<file path="src/rtl/regfile_write_arbiter.sv">
// regfile_write_arbiter
// Shares the register file's single write port between NUM_REQ writeback
// sources (ALU, load data, mul/div, ...). A round-robin arbiter picks one
// valid requester per cycle and answers with a one-hot, combinational
// ReqReady. The accepted write is presented on registered write-port outputs
// one cycle later.
//
// Optional build macro: SCOREBOARD_EN
//   When defined, a per-register busy-bit scoreboard is added. It uses the
//   IssueValid_i/IssueReg_i inputs and the Busy_o output. Without the macro
//   those ports do not exist and no scoreboard state is built.
module regfile_write_arbiter #(
  parameter int NUM_REQ = 3,   // number of writeback requesters (2..8)
  parameter int DATA_W  = 32,  // write data width
  parameter int ADDR_W  = 5,   // register index width
  parameter int CNT_W   = 16   // contention counter width
) (
  input  logic                      Clock_i,
  input  logic                      Reset_L_i,
  input  logic [NUM_REQ-1:0]        ReqValid_i,
  input  logic [NUM_REQ*ADDR_W-1:0] ReqReg_i,
  input  logic [NUM_REQ*DATA_W-1:0] ReqData_i,
  output logic [NUM_REQ-1:0]        ReqReady_o,
  output logic                      RegWrite_o,
  output logic [ADDR_W-1:0]         WriteReg_o,
  output logic [DATA_W-1:0]         WriteData_o,
  output logic [NUM_REQ-1:0]        LastGrant_o,
  output logic [CNT_W-1:0]          ConflictCnt_o
`ifdef SCOREBOARD_EN
  ,
  input  logic                      IssueValid_i,
  input  logic [ADDR_W-1:0]         IssueReg_i,
  output logic [(2**ADDR_W)-1:0]    Busy_o
`endif
);

  // Pointer width. One extra bit is used for the modulo add, so that
  // ptr + offset (which is < 2*NUM_REQ) never overflows.
  localparam int PTR_W = (NUM_REQ > 1) ? $clog2(NUM_REQ) : 1;
  localparam int SUM_W = PTR_W + 1;
  localparam logic [CNT_W-1:0] CNT_MAX = '1;

  // Per-requester views of the flattened request buses.
  logic [ADDR_W-1:0] req_reg  [NUM_REQ];
  logic [DATA_W-1:0] req_data [NUM_REQ];

  genvar gi;
  generate
    for (gi = 0; gi < NUM_REQ; gi++) begin : g_unpack
      assign req_reg[gi]  = ReqReg_i[gi*ADDR_W +: ADDR_W];
      assign req_data[gi] = ReqData_i[gi*DATA_W +: DATA_W];
    end
  endgenerate

  // State registers
  logic [PTR_W-1:0]   ptr_q,          ptr_d;
  logic               reg_write_q,    reg_write_d;
  logic [ADDR_W-1:0]  write_reg_q,    write_reg_d;
  logic [DATA_W-1:0]  write_data_q,   write_data_d;
  logic [NUM_REQ-1:0] last_grant_q,   last_grant_d;
  logic [CNT_W-1:0]   conflict_cnt_q, conflict_cnt_d;

  // Arbitration results
  logic [SUM_W-1:0]   sum;
  logic [PTR_W-1:0]   cand;
  logic               found;
  logic [PTR_W-1:0]   win_idx;
  logic [NUM_REQ-1:0] grant;
  logic               transfer;
  logic [ADDR_W-1:0]  sel_reg;
  logic [DATA_W-1:0]  sel_data;
  logic               multi_valid;

  // Round-robin search. Start at ptr_q, wrap modulo NUM_REQ, and take the
  // first valid requester found.
  always_comb begin
    sum     = '0;
    cand    = '0;
    found   = 1'b0;
    win_idx = '0;
    for (int k = 0; k < NUM_REQ; k++) begin
      sum = {1'b0, ptr_q} + SUM_W'(k);
      if (sum >= SUM_W'(NUM_REQ)) begin
        sum = sum - SUM_W'(NUM_REQ);
      end
      cand = sum[PTR_W-1:0];
      if (!found && ReqValid_i[cand]) begin
        found   = 1'b1;
        win_idx = cand;
      end
    end
  end

  // One-hot grant. Held at zero while reset is asserted, so nothing is
  // accepted during reset.
  always_comb begin
    grant = '0;
    for (int j = 0; j < NUM_REQ; j++) begin
      grant[j] = found && Reset_L_i && (win_idx == PTR_W'(j));
    end
  end

  assign ReqReady_o = grant;
  assign transfer   = |grant;
  assign sel_reg    = req_reg[win_idx];
  assign sel_data   = req_data[win_idx];

  // More than one requester is valid when clearing the lowest set bit still
  // leaves a bit set.
  assign multi_valid = |(ReqValid_i & (ReqValid_i - NUM_REQ'(1)));

  // Next-state for the pointer, the write port and the contention counter.
  // A write to register 0 is still accepted, but it never raises RegWrite.
  always_comb begin
    ptr_d          = ptr_q;
    reg_write_d    = 1'b0;
    write_reg_d    = write_reg_q;
    write_data_d   = write_data_q;
    last_grant_d   = last_grant_q;
    conflict_cnt_d = conflict_cnt_q;
    if (transfer) begin
      ptr_d        = (win_idx == PTR_W'(NUM_REQ - 1)) ? '0 : win_idx + PTR_W'(1);
      reg_write_d  = (sel_reg != '0);
      write_reg_d  = sel_reg;
      write_data_d = sel_data;
      last_grant_d = grant;
    end
    if (multi_valid && (conflict_cnt_q != CNT_MAX)) begin
      conflict_cnt_d = conflict_cnt_q + CNT_W'(1);
    end
  end

  // Arbiter and write-port registers. An asynchronous reset drops any
  // pending write immediately.
  always_ff @(posedge Clock_i or negedge Reset_L_i) begin
    if (!Reset_L_i) begin
      ptr_q          <= '0;
      reg_write_q    <= 1'b0;
      write_reg_q    <= '0;
      write_data_q   <= '0;
      last_grant_q   <= '0;
      conflict_cnt_q <= '0;
    end else begin
      ptr_q          <= ptr_d;
      reg_write_q    <= reg_write_d;
      write_reg_q    <= write_reg_d;
      write_data_q   <= write_data_d;
      last_grant_q   <= last_grant_d;
      conflict_cnt_q <= conflict_cnt_d;
    end
  end

  assign RegWrite_o    = reg_write_q;
  assign WriteReg_o    = write_reg_q;
  assign WriteData_o   = write_data_q;
  assign LastGrant_o   = last_grant_q;
  assign ConflictCnt_o = conflict_cnt_q;

`ifdef SCOREBOARD_EN
  localparam int NUM_REGS = 2**ADDR_W;

  logic [NUM_REGS-1:0] busy_q, busy_d;

  // The write clears the busy bit first, then a new issue sets it. The set
  // is applied last so that it wins: the new reservation is the younger one.
  // $zero never becomes busy.
  always_comb begin
    busy_d = busy_q;
    if (reg_write_d) begin
      busy_d[sel_reg] = 1'b0;
    end
    if (IssueValid_i) begin
      busy_d[IssueReg_i] = 1'b1;
    end
    busy_d[0] = 1'b0;
  end

  // Busy-bit register
  always_ff @(posedge Clock_i or negedge Reset_L_i) begin
    if (!Reset_L_i) begin
      busy_q <= '0;
    end else begin
      busy_q <= busy_d;
    end
  end

  assign Busy_o = busy_q;
`endif

endmodule

</file>
<file path="config.mk">
export PLATFORM = sky130hd
export DESIGN_NAME = regfile_write_arbiter
export DESIGN_NICKNAME = d
export VERILOG_FILES = /design/src/rtl/regfile_write_arbiter.sv
export SDC_FILE = /design/constraint.sdc
export NUM_CORES = 1
export LEC_CHECK = 0
export ABC_AREA = 1
export BUFFER_PORTS_ARGS = -buffer_cell sky130_fd_sc_hd__buf_2
export CORE_MARGIN = 2
export CORE_UTILIZATION = 51
export CTS_CLUSTER_DIAMETER = 60
export DETAILED_ROUTE_END_ITERATION = 7
export GPL_ROUTABILITY_DRIVEN = 1
export PLACE_DENSITY = 0.9
export SYNTH_ARGS = -nofsm -noshare
export SYNTH_HDL_FRONTEND = slang
export SYNTH_SLANG_ARGS = --single-unit
</file>
<file path="constraint.sdc">
create_clock -name Clock_i -period 3.18 [get_ports Clock_i]
set_input_delay 0.318 -clock Clock_i [delete_from_list [all_inputs] [get_ports Clock_i]]
set_output_delay 0.318 -clock Clock_i [all_outputs]
set_load 0.03 [all_outputs]
</file>
==> metrics.md, run 1 <==
| Metric | Value |
|---|---|
| Worst Setup SP | `ptr_q[0]` |
| Diode count | `0` |
| Vias in the first global route | `3802` |
| Clk slew on worst S/H paths | `0.06 ns` |
| CTS H-tree depth | `3` |
| Layout cell share with drive strength beyond 1 | `48.1%` |
| Tcrit/Tclk final | `91.6%` |
| Worst endpoint required time | `2.86 ns` |
| Hold WC Path Type | `input port to flop` |
| Setup TNS | `0 ns` |
| Clk buf depth | `2` |
| Final GP Congestion | `0.856` |
| Routing usage on met3 | `7.01%` |
| Postcts setup bufs | `0` |
| CP endpoint | `ReqReady_o[0]` |
| CP Class | `flop to output pin` |
| Largest net degree at the start of global routing | `46` |
| Worst-Margin Slew | `0.589 ns` |
| Buf/Inv on CP | `3` |
| GR Util met1 | `28.6%` |
| #FFs+latches synth | `59` |
| Std-Cell Core Area | `7250 um2` |
| Global route total overflow | `0` |
| Status | `finished clean` |
| Critical path's largest stage delay | `0.37 ns` |
| Crit-path cells | `inv_1, ha_1, o21ai_1, nand2_2, nand3_4, nand3_1, nand2_4, buf_12, nand2_1, nor2_1, buf_2` |
| Area of the multi-input gates | `2050 um2` |
| Flop-to-flop setup slack | `0.47 ns` |
| Vias per cell | `5.46` |
| Reg-to-Reg Start | `ptr_q[0]` |
| First-pass GRT wire length | `17000 um` |
| Die height | `90.8 um` |
| Netlist cell types | `33` |
| Worst clock skew | `0.00704 ns` |
| R2R Path End | `WriteData_o[29]` |
| Fmax | `0.343 GHz` |
| DP Wirelength | `7900 um` |
| IO Pins | `176` |
| Register area share after synthesis | `38.4%` |
| Clk sinks | `59` |
| Total clock buffers created by CTS | `9` |
| Slowest CP cell | `dfrtp_1` |
| Die width | `90.8 um` |
| Worst setup SP type | `flop` |
| Area occupied by registers | `1480 um2` |
| I/O Buffers | `175` |
| Crit end category | `output pin` |
| Avg Cell Area, Syn | `9.19 um2` |
| Tmin final | `2.91 ns` |
| Die area | `8240 um2` |
| Number of remaining DRC errors | `0` |
| Syn. warnings | `0` |
| Crit. path cell count | `11` |
| Critical path's top delay family | `simple AND/OR/NAND/NOR gates` |
| Layout Area Growth over Synthesis | `26.4%` |
| Crit-path max FO | `39` |
| Worst reg2reg path depth | `10` |
| Mapped Nets | `539` |
| Iteration-0 DRC Markers | `130` |
| Initial Util | `52.9%` |
| GR peak layer | `met2` |
| Hold Fails Final Rpt | `0` |
| Layout Nets | `708` |
| Filler cell count | `610` |
| Crit path DAT | `2.59 ns` |
| RSZ-0062 raised after global routing | `no` |
| MaxCap Viol Count | `0` |
| Worst-Skew Late Latency | `0.32 ns` |
| Headroom to the max-slew limit | `60.6%` |
| CTS tree | `yes` |
| DRT antenna net count | `0` |
| Cells after Synth | `418` |
| Initial antenna violation count | `0` |
| GRT Overall Usage | `25.3%` |
| Layout Utilization | `66.9%` |
| Most frequent cells in the layout | `175 x buf_2, 89 x nand3_1, 88 x nand2_1` |
| Routed length per instance | `15.1 um` |
| First drt pass iteration count | `4` |
| Final std cells w/o fill | `690` |
| Most common cell after layout, fill and taps aside | `buf_2` |
| Via count | `3768` |
| Placed cell count | `674` |
| Root Buffer Master | `clkbuf_8` |
| Final setup fails | `0` |
| # rows | `31` |
| Routed WL | `10400 um` |
| Routing usage on met2 | `44.8%` |
| Final Max Tran Viols | `0` |
| Synthesized area | `3840 um2` |
-- layout make-up --
| class | instances | share of cell area (%) |
|---|---|---|
| clock inverter | 3 | 0.309 |
| multi-input combinational | 314 | 42.3 |
| clock buffer | 12 | 2.99 |
| inverter | 20 | 1.60 |
| sequential | 59 | 30.4 |
| timing repair buffer | 183 | 19.8 |
| tap | 99 | 2.55 |
-- per-layer routing --
metal / share of wire [%] / wire, um / vias to the layer above
met1: 38 / 3990 / 1794
met2: 51 / 5360 / 171
met5: 0 / 0 / -
li1: - / - / 1782
met3: 8.3 / 867 / 21
met4: 2.0 / 210 / 0
-- sequential cells by signal, summed over array words and instances (netlist names) --
signal,cells
ConflictCnt_o,16
LastGrant_o,3
RegWrite_o,1
WriteData_o,32
WriteReg_o,5
ptr_q,2
-- cells by family (layout without fill, tap and decap cells) --
logic type	Yosys count	after routing	synth area share (%)
and+or+nand+nor	250	250	33.2
AOI/OAI and AO/OA	44	44	15.2
adders and majority gates	5	5	1.63
xor gates and xnor gates	15	15	3.42
buffers and inverters	45	218	8.08
DFF	59	59	38.4
-- what timing repair did --
action                                 in CTS  in global routing
gates resized for setup                     0                  3
hold buffers                                1                  0
endpoints found under the hold margin      14                  0
setup endpoints to repair                   0                  1
-- cells in the mapped netlist --
cell | count | area share, %
buf_4 | 2 | 0.39
nand3_4 | 2 | 0.91
a41oi_2 | 31 | 13
nand3_1 | 89 | 12
o21ai_0 | 6 | 0.78
a21oi_2 | 1 | 0.23
nand2_2 | 4 | 0.65
nor2_4 | 5 | 1.5
dfrtp_1 | 59 | 38
nor3_2 | 1 | 0.26
and3_1 | 1 | 0.16
nand2_8 | 1 | 0.52
clkbuf_8 | 2 | 0.72
xor2_1 | 6 | 1.4
o21ai_1 | 2 | 0.26
buf_2 | 13 | 1.7
inv_2 | 5 | 0.49
xnor2_1 | 9 | 2.1
nor2_2 | 31 | 5.1
ha_1 | 5 | 1.6
nand2_1 | 88 | 8.6
o22ai_1 | 1 | 0.16
a41oi_1 | 1 | 0.23
buf_12 | 4 | 2.1
nand4_1 | 4 | 0.65
inv_1 | 14 | 1.4
nand3_2 | 3 | 0.78
nand2_4 | 2 | 0.59
nor2_1 | 18 | 1.8
inv_4 | 1 | 0.16
o21ai_2 | 2 | 0.46
nor4_1 | 1 | 0.16
buf_6 | 4 | 1.2
-- worst min-delay path, stage by stage --
cell and delay, ns:
buf_2 0.10, nand2_1 0.06, a41oi_1 0.11
-- metrics by stage --
step,hold WS (ns),area (um2),setup WS (ns)
CTS,0.288,4840,0.0451
global placement,0.277,4670,0.588
floorplan,0.0224,3840,0.787
global route,0.300,4850,0.00847
finish,0.303,4850,0.268
detailed placement,0.283,4670,0.405
-- worst min-delay path by stage --
stage	cells after the start	end	startpoint	slack [ns]
finish	3	WriteData_o[21]	ReqData_i[85]	0.30
global route	3	WriteData_o[15]	ReqData_i[79]	0.30
CTS	3	WriteData_o[21]	ReqData_i[85]	0.29
detailed placement	1	ConflictCnt_o[9]	Reset_L_i	0.28
global placement	1	WriteData_o[19]	Reset_L_i	0.28
floorplan	0	ConflictCnt_o[0]	Reset_L_i	0.02
Power of run 1 is left out: the tool's default activity adds up to more than one toggle a clock period on the data nets, which glitch-free logic cannot reach.
==> run 2, diff against run 1 <==
--- a/config.mk
+++ b/config.mk
@@ -14,4 +14,5 @@
 export GPL_ROUTABILITY_DRIVEN = 1
 export PLACE_DENSITY = 0.9
+export SLEW_MARGIN = 20
 export SYNTH_ARGS = -nofsm -noshare
 export SYNTH_HDL_FRONTEND = slang
==> constraint.sdc (replaced) <==
create_clock -name Clock_i -period 3.18 [get_ports Clock_i]
set_input_delay 0.159 -clock Clock_i [delete_from_list [all_inputs] [get_ports Clock_i]]
set_output_delay 0.159 -clock Clock_i [all_outputs]
set_load 0.03 [all_outputs]
==> run 2 against run 1 <==
Cell area grew 0.46%; register-to-register slack gained 0.08 ns; non-clock buffer count grew 1; core utilization grew 0.31 points; via count grew 1.1%; maximum frequency grew 0.27%; routed wire length grew 1.9%; worst setup slack gained 0.0079 ns; global-route usage grew 0.65 points; first-iteration DRC count shrank 3.8%; critical path type unchanged.
==> metrics.md, run 2 (same netlist as run 1, synthesis figures left out) <==
| Metric | Value |
|---|---|
| Std-Cell Core Area | `7250 um2 (unchanged)` |
| Hold Fails Final Rpt | `0 (unchanged)` |
| Slowest CP cell | `dfrtp_1` |
| Layout cell share with drive strength beyond 1 | `47.9% (-0.16 points)` |
| Tcrit/Tclk final | `91.3% (-0.25 points)` |
| Die width | `90.8 um (unchanged)` |
| Vias in the first global route | `3855 (+1.4%)` |
| Layout Area Growth over Synthesis | `27.0%` |
| I/O Buffers | `175 (unchanged)` |
| GRT Overall Usage | `25.9% (+0.65 points)` |
| Critical path's top delay family | `simple AND/OR/NAND/NOR gates` |
| First-pass GRT wire length | `17500 um (+2.8%)` |
| Via count | `3811 (+1.1%)` |
| DP Wirelength | `7930 um (+0.35%)` |
| Vias per cell | `5.51 (+0.85%)` |
| CTS H-tree depth | `3 (unchanged)` |
| Layout Nets | `709 (+0.14%)` |
| Buf/Inv on CP | `4 (+1)` |
| Global route total overflow | `0 (unchanged)` |
| Crit end category | `output pin` |
| Die area | `8240 um2 (unchanged)` |
| Status | `finished clean` |
| Worst clock skew | `0.00716 ns (+0.000117 ns)` |
| Clk buf depth | `2 (unchanged)` |
| Layout Utilization | `67.2% (+0.31 points)` |
| Fin Hold WS | `0.135 ns (-0.168 ns)` |
| Die height | `90.8 um (unchanged)` |
| Number of remaining DRC errors | `0 (unchanged)` |
| Fmax | `0.344 GHz (+0.27%)` |
| Hold WC Path Type | `input port to flop` |
| DRT antenna net count | `0 (unchanged)` |
| RSZ-0062 raised after global routing | `no` |
| Iteration-0 DRC Markers | `125 (-3.8%)` |
| Hold Path End | `WriteData_o[21]` |
| Final GP Congestion | `0.907 (+6.0%)` |
| Total clock buffers created by CTS | `9 (unchanged)` |
| Flop-to-flop setup slack | `0.55 ns (+0.08 ns)` |
| Number of flip-flops in the largest register | `32 (unchanged)` |
| Most frequent cells in the layout | `175 x buf_2, 89 x nand3_1, 88 x nand2_1` |
| R2R Path End | `WriteData_o[4]` |
| Hold path depth | `3 (unchanged)` |
| Final setup fails | `0 (unchanged)` |
| Worst reg2reg path depth | `14 (+4)` |
| Worst endpoint required time | `3.02 ns (+0.16 ns)` |
| MaxCap Viol Count | `0 (unchanged)` |
| Routed length per instance | `15.4 um (+1.6%)` |
| IO Pins | `176 (unchanged)` |
| Tmin final | `2.90 ns (-0.00790 ns)` |
| Critical path's largest stage delay | `0.37 ns (about the same)` |
| # rows | `31 (unchanged)` |
| Setup ws final | `0.276 ns (+0.00790 ns)` |
| Clk slew on worst S/H paths | `0.07 ns (about the same)` |
| Setup TNS | `0 ns (unchanged)` |
| Final Max Tran Viols | `0 (unchanged)` |
| Diode count | `0 (unchanged)` |
| Initial Util | `52.9% (unchanged)` |
| Crit-path max FO | `39 (unchanged)` |
| Clk sinks | `59 (unchanged)` |
| Most common cell after layout, fill and taps aside | `buf_2` |
| Worst setup SP type | `flop` |
| Routed WL | `10600 um (+1.9%)` |
| Headroom to the max-slew limit | `58.6% (-2.0 points)` |
| Crit-path cells | `inv_1, ha_1, inv_2, nand2_1, nand3_1, nand2_2, nand3_4, nand3_1, nand2_4, buf_4, nand2_1, nor2_1, buf_2` |
| Root Buffer Master | `clkbuf_8` |
| Largest net degree at the start of global routing | `50 (+8.7%)` |
| CP Class | `flop to output pin` |
| Initial antenna violation count | `0 (unchanged)` |
| Reg-to-Reg Start | `ptr_q[0]` |
| Hold Crit Start | `ReqData_i[53]` |
| Worst-Skew Late Latency | `0.32 ns (about the same)` |
| First drt pass iteration count | `5 (+1)` |
| Post-Place Worst Slack | `0.565 ns (+0.160 ns)` |
| Crit path DAT | `2.74 ns (+0.15 ns)` |
| CTS tree | `yes` |
| Worst-Margin Slew | `0.621 ns (+0.0313 ns)` |
==> run 2: repair_timing <==
action	4_1_cts	5_1_grt
setup buffers	0	0
hold buffers	1	0
resized for setup	0	0
hold endpoints to repair	10	0
==> run 2: worst register-to-register path, stage by stage, from the launching register on <==
cell and delay (ns):
dfrtp_1 0.37, inv_1 0.08, ha_1 0.37, inv_2 0.13, nand2_1 0.07, nand3_1 0.10
nand2_2 0.10, nand3_4 0.14, nand3_1 0.13, nand2_4 0.10, nand3_4 0.10, nand2_8 0.34
buf_12 0.28, nor2_2 0.07, a41oi_2 0.17
==> run 2: how the worst max path moves through the flow <==
| stage | startpoint | to | slack [ns] | cells past startpoint |
|---|---|---|---|---|
| global placement | ptr_q[0] | ReqReady_o[0] | 0.69 | 13 |
| CTS | ptr_q[0] | ReqReady_o[0] | 0.25 | 13 |
| finish | ptr_q[0] | ReqReady_o[0] | 0.28 | 13 |
| detailed placement | ptr_q[0] | WriteData_o[4] | 0.57 | 14 |
| global route | ptr_q[0] | ReqReady_o[0] | 0.01 | 13 |
| floorplan | ptr_q[0] | ptr_q[0] | 0.89 | 12 |
==> run 2: stage by stage <==
stage                     std cells  area (um2)
after detailed placement        675        4680
after CTS                       692        4880
after global routing            692        4880
after floorplan                 418        3840
final                           692        4880
after global placement          675        4680
==> run 2: per-layer routing <==
layer / share of wire (%) / up-vias / global-route usage [%]
li1: - / 1786 / -
met1: 39 / 1806 / 29.7
met2: 50 / 187 / 46.6
met3: 7.9 / 32 / 5.09
met4: 2.7 / 0 / 11.6
met5: 0 / - / 0
==> run 2: final cells by class <==
| class | count | area [um2] |
|---|---|---|
| Tap cell | 99 | 124 |
| Timing Repair Buffer | 184 | 958 |
| Multi-Input combinational cell | 314 | 2050 |
| Inverter | 20 | 77.6 |
| Clock inverter | 2 | 35.0 |
| Clock buffer | 14 | 153 |
| Fill cell | 578 | 2380 |
| Sequential cell | 59 | 1480 |
Power of run 2 is left out for the same reason.
==> run 3, diff against run 2 <==
Settings changed: CORE_MARGIN 2 to 10.
==> run 3 against run 2 <==
Worst setup slack better by 0.037 ns; routed wire length is 16% higher; cell area is 0.15% lower; global-route usage is 4.8 points lower; register-to-register slack worse by 0.03 ns; sequential share of layout area hardly changed; die area is 38% higher; hold slack better by 0.0026 ns; core utilization is 0.46 points lower; critical path type unchanged; largest cell class unchanged.
==> metrics.md, run 3 (same netlist as run 1, synthesis figures left out) <==
| Metric | Value |
|---|---|
| Via count | `3774 (-0.97%)` |
| Setup TNS | `0 ns (unchanged)` |
| Hold WC Path Type | `input port to flop` |
| Worst setup SP type | `flop` |
| Std-Cell Core Area | `7290 um2 (+0.53%)` |
| Critical path's largest stage delay | `0.38 ns (about the same)` |
| CTS H-tree depth | `3 (unchanged)` |
| Worst-Margin Slew | `0.590 ns (-0.0309 ns)` |
| # rows | `31 (unchanged)` |
| Initial antenna violation count | `0 (unchanged)` |
| Buf/Inv on CP | `4 (unchanged)` |
| Iteration-0 DRC Markers | `204 (+63%)` |
| Final setup fails | `0 (unchanged)` |
| Tmin final | `2.87 ns (-0.0374 ns)` |
| DRT antenna net count | `0 (unchanged)` |
| I/O Buffers | `175 (unchanged)` |
| Placed Instance Area | `4680 um2 (about the same)` |
| Clk slew on worst S/H paths | `0.07 ns (about the same)` |
| Die height | `107 um (+18%)` |
| Post-Place Worst Slack | `0.550 ns (-0.0152 ns)` |
| Diode count | `0 (unchanged)` |
| First-pass GRT wire length | `19800 um (+13%)` |
| Die width | `107 um (+18%)` |
| Layout Area Growth over Synthesis | `26.8%` |
| Die area | `11400 um2 (+38%)` |
| Setup ws final | `0.313 ns (+0.0374 ns)` |
| CTS tree | `yes` |
| Worst endpoint required time | `3.02 ns (about the same)` |
| Vias in the first global route | `3991 (+3.5%)` |
| Global route total overflow | `0 (unchanged)` |
| Hold Fails Final Rpt | `0 (unchanged)` |
| Finished Cell Area | `4870 um2 (-0.15%)` |
| Routed length per instance | `17.9 um (+17%)` |
| Crit-path cells | `inv_1, ha_1, inv_2, nand2_1, nand3_1, nand2_2, nand3_4, nand3_1, nand2_4, buf_6, nand2_1, nor2_1, buf_2` |
| Root Buffer Master | `clkbuf_8` |
| Layout cell share with drive strength beyond 1 | `48.1% (+0.24 points)` |
| Most common cell after layout, fill and taps aside | `buf_2` |
| Routed WL | `12400 um (+16%)` |
| Final std cells w/o fill | `689 (-0.43%)` |
| Clk sinks | `59 (unchanged)` |
| Worst clock skew | `0.00905 ns (+0.00189 ns)` |
| Critical path's top delay family | `simple AND/OR/NAND/NOR gates` |
| Crit-path max FO | `39 (unchanged)` |
| Status | `finished clean` |
| Clk buf depth | `2 (unchanged)` |
| Crit path DAT | `2.71 ns (-0.03 ns)` |
| Headroom to the max-slew limit | `60.7% (+2.1 points)` |
| CP Class | `flop to output pin` |
| Number of flip-flops in the largest register | `32 (unchanged)` |
| Placed cell count | `673 (-0.30%)` |
| Vias per cell | `5.48 (-0.54%)` |
| Slowest CP cell | `dfrtp_1` |
| Initial Util | `52.7% (-0.28 points)` |
| Worst-Skew Late Latency | `0.33 ns (about the same)` |
| Number of remaining DRC errors | `0 (unchanged)` |
| Largest net degree at the start of global routing | `78 (+56%)` |
| Final Max Tran Viols | `0 (unchanged)` |
| GRT Overall Usage | `21.1% (-4.8 points)` |
| Fmax | `0.349 GHz (+1.3%)` |
| Postcts setup bufs | `0 (unchanged)` |
| Total clock buffers created by CTS | `9 (unchanged)` |
| Tcrit/Tclk final | `90.1% (-1.2 points)` |
| Most frequent cells in the layout | `175 x buf_2, 89 x nand3_1, 88 x nand2_1` |
| Crit end category | `output pin` |
| RSZ-0062 raised after global routing | `no` |
| First drt pass iteration count | `4 (-1)` |
| DP Wirelength | `9510 um (+20%)` |
| Final GP Congestion | `0.951 (+4.8%)` |
| MaxCap Viol Count | `0 (unchanged)` |
| IO Pins | `176 (unchanged)` |
| Layout Nets | `707 (-0.28%)` |
## run 3: cell types whose count changed in the layout (fill, tap and decap cells not counted)
cell / before / now
buf_6: 0 / 1
buf_12: 1 / 2
bufinv_16: 1 / 0
buf_4: 7 / 3
clkbuf_8: 10 / 12
clkbuf_1: 4 / 1
clkinv_2: 1 / 2
## run 3: timing repair
| item | CTS | global route |
|---|---|---|
| setup endpoints to repair | 0 | 1 |
| gates resized for setup | 0 | 1 |
| hold buffers | 1 | 0 |
| hold endpoints to repair | 14 | 0 |
## run 3: worst reg2reg max path: stages (launching register included)
cell	delay, ns
dfrtp_1	0.38
inv_1	0.09
ha_1	0.39
inv_2	0.10
nand2_1	0.07
nand3_1	0.09
nand2_2	0.13
nand2_2	0.09
nor2_4	0.10
nor2_1	0.08
nor2_4	0.43
buf_4	0.33
nand3_1	0.13
a41oi_2	0.18
## run 3: per-stage QoR
step / utilization (%) / hold slack (ns)
floorplan: - / -0.137
global placement: 64.1 / 0.101
detailed placement: 64.1 / 0.106
CTS: 66.7 / 0.129
global route: 66.8 / 0.126
finish: 66.8 / 0.138
## run 3: path summary, 6_finish.rpt
kind | start | to | slack (ns) | cells past startpoint
worst max register to register | ptr_q[0] | WriteData_o[6] | 0.52 | 13
worst min register to register | WriteReg_o[0] | WriteReg_o[0] | 0.48 | 2
worst max-delay path | ptr_q[0] | ReqReady_o[0] | 0.31 | 13
min in group asynchronous | Reset_L_i | ConflictCnt_o[4] | 0.30 | 2
max in group asynchronous | Reset_L_i | WriteReg_o[1] | 1.94 | 3
worst min-delay path | ReqData_i[67] | WriteData_o[3] | 0.14 | 3
## run 3: layout make-up
| class | count | area (um2) |
|---|---|---|
| fillers | 630 | 2420 |
| multi-input cells | 314 | 2050 |
| flip-flops and latches | 59 | 1480 |
| repair buffers | 182 | 960 |
| clock buffers | 13 | 169 |
| well taps | 99 | 124 |
| inverters | 20 | 77.6 |
| clock inverters | 2 | 10.0 |
## run 3: metal layers
| layer | global-route usage, % | up-vias | wire length (um) |
|---|---|---|---|
| met5 | 0 | - | 0 |
| met4 | 6.58 | 0 | 178 |
| met3 | 7.54 | 19 | 1330 |
| met2 | 36.3 | 180 | 6110 |
| met1 | 23.9 | 1803 | 4740 |
| li1 | - | 1772 | - |
Power of run 3 is left out for the same reason.
